$ cat config.mk
export PLATFORM = sky130hd
export DESIGN_NAME = pll_sampled_pfd
export DESIGN_NICKNAME = d
export VERILOG_FILES = /design/src/rtl/pll_pkg.sv /design/src/rtl/pll_sync_edge.sv /design/src/rtl/pll_sampled_pfd.sv
export SDC_FILE = /design/constraint.sdc
export NUM_CORES = 1
export LEC_CHECK = 0
export CORE_MARGIN = 4
export CORE_UTILIZATION = 30
export DETAILED_ROUTE_END_ITERATION = 10
export PLACE_DENSITY = 0.58
export SYNTH_ARGS = -nofsm -noshare
export SYNTH_HDL_FRONTEND = slang
export SYNTH_SLANG_ARGS = --single-unit
$ cat constraint.sdc
create_clock -name in -period 1.9 [get_ports in]
set_clock_uncertainty 0.2 [all_clocks]
set_input_delay 0.38 -clock in [delete_from_list [all_inputs] [get_ports in]]
set_output_delay 0.38 -clock in [all_outputs]
set_load 0.01 [all_outputs]
$ cat src/rtl/pll_pkg.sv
// Shared types and default parameters for the sampled PLL phase detector.
package pll_pkg;

  typedef enum logic [1:0] {
    NEUTRAL = 2'd0,
    UP      = 2'd1,
    DN      = 2'd2
  } pfd_state_t;

  localparam int SYNC_STAGES_DEF = 2;
  localparam int ERR_W_DEF       = 8;
  localparam int LOCK_TOL_DEF    = 2;
  localparam int LOCK_CNT_DEF    = 16;

endpackage

$ cat src/rtl/pll_sync_edge.sv
// Synchronizer chain plus rising-edge detector for an asynchronous input.
module pll_sync_edge
  import pll_pkg::*;
#(
  parameter int SYNC_STAGES = SYNC_STAGES_DEF
) (
  input  logic clk,
  input  logic rst,
  input  logic d,
  output logic rise
);

  logic [SYNC_STAGES-1:0] s;
  logic                   prev;

  always_ff @(posedge clk) begin
    if (rst) begin
      s    <= '0;
      prev <= 1'b0;
    end else begin
      s    <= {s[SYNC_STAGES-2:0], d};
      prev <= s[SYNC_STAGES-1];
    end
  end

  assign rise = s[SYNC_STAGES-1] & ~prev;

endmodule

$ cat src/rtl/pll_sampled_pfd.sv
// Sampled phase-frequency detector with phase-error report and lock detect.
// Lock detector is built only when PLL_PFD_LOCK_DET_EN is defined.
module pll_sampled_pfd
  import pll_pkg::*;
#(
  parameter int SYNC_STAGES = SYNC_STAGES_DEF,
  parameter int ERR_W       = ERR_W_DEF,
  parameter int LOCK_TOL    = LOCK_TOL_DEF,
  parameter int LOCK_CNT    = LOCK_CNT_DEF
) (
  input  logic             in,
  input  logic             rst,
  input  logic             ref_clk,
  input  logic             fb,
  output logic             up,
  output logic             dn,
  output logic [ERR_W-1:0] err,
  output logic             err_sign,
  output logic             err_valid,
  output logic             locked
);

  localparam logic [ERR_W-1:0] ERR_MAX = '1;
  localparam logic [ERR_W-1:0] ERR_ONE = ERR_W'(1);

  if (SYNC_STAGES < 2 || LOCK_CNT < 1 ||
      LOCK_TOL >= (1 << ERR_W) - 1) begin : g_bad_cfg
    $error("pll_sampled_pfd: invalid parameters");
  end

  logic       ref_rise;
  logic       fb_rise;
  pfd_state_t state;
  logic [ERR_W-1:0] cnt;

  // ref is a reserved word, hence ref_clk
  pll_sync_edge #(.SYNC_STAGES(SYNC_STAGES)) u_ref_sync (
    .clk  (in),
    .rst  (rst),
    .d    (ref_clk),
    .rise (ref_rise)
  );

  pll_sync_edge #(.SYNC_STAGES(SYNC_STAGES)) u_fb_sync (
    .clk  (in),
    .rst  (rst),
    .d    (fb),
    .rise (fb_rise)
  );

  always_ff @(posedge in) begin
    if (rst) begin
      state     <= NEUTRAL;
      up        <= 1'b0;
      dn        <= 1'b0;
      cnt       <= '0;
      err       <= '0;
      err_sign  <= 1'b0;
      err_valid <= 1'b0;
    end else begin
      err_valid <= 1'b0;
      unique case (state)
        NEUTRAL: begin
          unique case (1'b1)
            ref_rise & fb_rise: begin
              err_valid <= 1'b1;
              err       <= '0;
              err_sign  <= 1'b0;
            end
            ref_rise & ~fb_rise: begin
              state <= UP;
              up    <= 1'b1;
              cnt   <= ERR_ONE;
            end
            fb_rise & ~ref_rise: begin
              state <= DN;
              dn    <= 1'b1;
              cnt   <= ERR_ONE;
            end
            default: ;
          endcase
        end
        UP: begin
          // a second ref edge here is a frequency error; absorbed
          if (fb_rise) begin
            state     <= NEUTRAL;
            up        <= 1'b0;
            err_valid <= 1'b1;
            err       <= cnt;
            err_sign  <= 1'b0;
          end else if (cnt != ERR_MAX) begin
            cnt <= cnt + ERR_ONE;
          end
        end
        DN: begin
          if (ref_rise) begin
            state     <= NEUTRAL;
            dn        <= 1'b0;
            err_valid <= 1'b1;
            err       <= cnt;
            err_sign  <= 1'b1;
          end else if (cnt != ERR_MAX) begin
            cnt <= cnt + ERR_ONE;
          end
        end
        default: begin
          state <= NEUTRAL;
          up    <= 1'b0;
          dn    <= 1'b0;
        end
      endcase
    end
  end

`ifdef PLL_PFD_LOCK_DET_EN
  localparam int              LW      = $clog2(LOCK_CNT + 1);
  localparam logic [LW-1:0]   CNT_MAX = LW'(LOCK_CNT);
  localparam logic [ERR_W-1:0] TOL    = ERR_W'(LOCK_TOL);

  logic [LW-1:0] lock_cnt;
  logic [LW-1:0] lock_nxt;

  always_comb begin
    lock_nxt = lock_cnt;
    if (err_valid) begin
      if (err <= TOL) begin
        if (lock_cnt != CNT_MAX) lock_nxt = lock_cnt + LW'(1);
      end else begin
        lock_nxt = '0;
      end
    end
  end

  always_ff @(posedge in) begin
    if (rst) begin
      lock_cnt <= '0;
      locked   <= 1'b0;
    end else begin
      lock_cnt <= lock_nxt;
      locked   <= (lock_nxt == CNT_MAX);
    end
  end
`else
  assign locked = 1'b0;
`endif

endmodule
==> out/summary.txt <==
Status -> finished clean
Slew Limit Fails -> 0
Final instance area -> 1780 um2
GR Overflow Total -> 0
Power Total -> 0.00120 W
Chip height -> 77.0 um
Fmax -> 0.554 GHz
Global Route Usage Sum -> 11.6%
Crit-path max FO -> 4
Number of H-tree levels -> 1
Pleak -> 0.584 nW
Fin crit share -> 94.9%
Initial DRC Count -> 128
DR WL/cell -> 14.2 um
Hold WS -> 0.244 ns
Post-Syn Area -> 1430 um2
Ys flop type -> dfxtp_1
EDFF count, synth -> 0
Min-Delay Path Class -> reg2reg
Reg2reg start -> state[0]
First-pass GRT wire length -> 5.79 mm
Area grow syn2layout -> 24.9%
Synth warn -> 0
Non-Filler Instances -> 237
CORE AREA -> 4470 um2
Root Driver -> clkbuf_8
Largest net degree at the start of global routing -> 18
Number of antenna diodes -> 0
# port buffers -> 15
Antenna violations before repair -> 0
WP buf/inv -> 1
Net Count, Synth -> 172
Total CTS buffers -> 3
Crit start category -> flop
Crit. End Element -> flop
GPL Wtd Cong -> 0.859
Final hold violation count -> 0
Register-to-Register Setup Slack -> 0.1 ns
Die area -> 5920 um2
Clock Sinks -> 28
Vias in the first global route -> 1313
DRT Pass-1 Iters -> 4
IR drop worst, VDD -> 0.340 mV
CTS clk-pin slew, worst paths -> 0.10 ns
# hold bufs at CTS -> 0
Asr flop ratio synth -> 0%
Crit path DAT -> 1.80 ns
Crit-path cells -> buf_4 > ha_1 > a221o_1 > a211o_1 > a221oi_2
Worst flop-to-flop path endpoint -> cnt[4]
Remaining antenna violation count -> 0
Layout cells sized above 1 -> 17.8%
Max stage delay cell, worst path -> a221o_1
Skew-Pair Late Insertion Delay -> 0.27 ns
Synth unique cells -> 41
Seq/Total Area, Yosys -> 39.3%
Setup_tns -> 0 ns
Max-Cap Viols -> 0
Largest stage delay, worst path -> 0.36 ns
Final setup fails -> 0
PD cells -> 674 nW/um2
Vias post-DR -> 1306
Placed cell area -> 1710 um2
DRC violations left -> 0
Detailed placement HPWL -> 2.44 mm
Final nets -> 195
Syn avg cell area -> 8.75 um2
CTS Buffer Depth -> 2
CP Data Required Time -> 1.89 ns
Kind of critical path -> reg2reg
#FFs+latches synth -> 28
Post-route minimum period -> 1.80 ns
Worst reg2reg path depth -> 5
Vias/cell -> 5.51
Hold Path Stages -> 1
Placed cells -> 233
# IOs -> 17
Hold Path End -> u_ref_sync.s[1]
TritonCTS clock tree -> done
Initial Util -> 31.9%
Row Count -> 24
Family with the most delay on the worst path -> compound AO/OA/AOI/OAI gates
HP Start -> u_ref_sync.s[0]
RSZ-0062 raised after global routing -> no
Die X -> 77.0 um
Routed wire length -> 3.36 mm
Synthesized instance count -> 163
flip-flops by register name (all words and copies together) (netlist names):
name and cells:
err 8, u_ref_sync.s 2, u_fb_sync.prev 1, u_ref_sync.prev 1, err_valid 1, up 1, err_sign 1, dn 1
u_fb_sync.s 2, cnt 8, state 2
power breakdown:
part	leakage, nW	internal (W)	total, W	switching [W]
clock network	0.0288	0.000186	0.000371	0.000185
logic	0.327	0.0000911	0.000222	0.000131
registers	0.228	0.000601	0.000609	0.00000783
metal layers:
| metal | vias up | routed length, um | global-route usage [%] |
|---|---|---|---|
| li1 | 646 | - | - |
| met1 | 624 | 1590 | 14.8 |
| met2 | 32 | 1600 | 19.9 |
| met3 | 4 | 140 | 3.04 |
| met4 | 0 | 27 | 1.99 |
| met5 | - | 0 | 0 |
Yosys cell counts (all sizes together), types with 5 or more instances:
cell type	count	share of area, %
nor3	5	1.8
nor2b	9	4.5
a21oi	15	5.5
nand2	8	2.1
ha	5	4.4
nand4	9	3.9
o21ai	16	5.6
clkbuf	9	2.4
inv	10	2.6
a221oi	8	7.0
buf	5	2.5
dfxtp	28	39
what timing repair did:
item / CTS / global route
setup buffers: 0 / 0
resized for setup: 0 / 6
endpoints found under the setup margin: 0 / 17
worst max-delay path by stage:
stage	startpoint	to	slack, ns	cells past startpoint
floorplan	state[1]	cnt[4]	-0.005	6
global placement	state[0]	cnt[4]	0.1	5
detailed placement	state[1]	cnt[4]	0.05	5
CTS	state[1]	cnt[7]	0.02	5
global route	state[0]	cnt[7]	0.006	5
finish	state[0]	cnt[4]	0.1	5
logic make-up (layout without fill, tap and decap cells):
family	after synthesis	after routing	share of synthesized area, %
fa+ha+maj	5	5	4.39
other cells	1	1	0.263
simple gates	42	42	16.4
compound gates	61	61	31.0
xor+xnor	2	2	1.23
flops	28	28	39.3
buf+inv	24	46	7.46
through the flow:
| step | util, % | setup slack [ns] |
|---|---|---|
| global route | 39.8 | 0.00607 |
| detailed placement | 38.1 | 0.0528 |
| finish | 39.8 | 0.0962 |
| CTS | 39.4 | 0.0213 |
| floorplan | - | -0.00508 |
| global placement | 38.1 | 0.0991 |
cell usage in the layout, fill, tap and decap left out, types with 2 or more instances in the layout:
master / instances
dfxtp_1: 27
nand2_1: 8
nor2_1: 4
ha_2: 2
a211oi_1: 2
o211ai_1: 4
a221oi_1: 5
o41ai_1: 2
nor3_1: 5
clkdlybuf4s50_1: 15
nand4_1: 9
ha_1: 3
clkbuf_8: 4
nand2b_1: 2
o2111ai_1: 2
a21oi_1: 14
nand3_1: 3
a31oi_1: 2
a221oi_2: 2
nor2b_1: 8
o21ai_0: 15
buf_4: 17
xnor2_1: 2
inv_1: 10
worst reg2reg max path: cells and delay by family, from the launching register on:
family / cells / cell delay [ns]
compound gates: 3 / 0.82
flops: 1 / 0.32
fa+ha+maj: 1 / 0.25
buf+inv: 1 / 0.14
cell type report:
cell class	instances	area, um2
fillers	445	2690
multi-input cells	111	785
flip-flops and latches	28	562
repair buffers	32	278
well taps	52	65.1
clock buffers	4	55.1
inverters	10	37.5
Power figures use the tool's default switching activity.
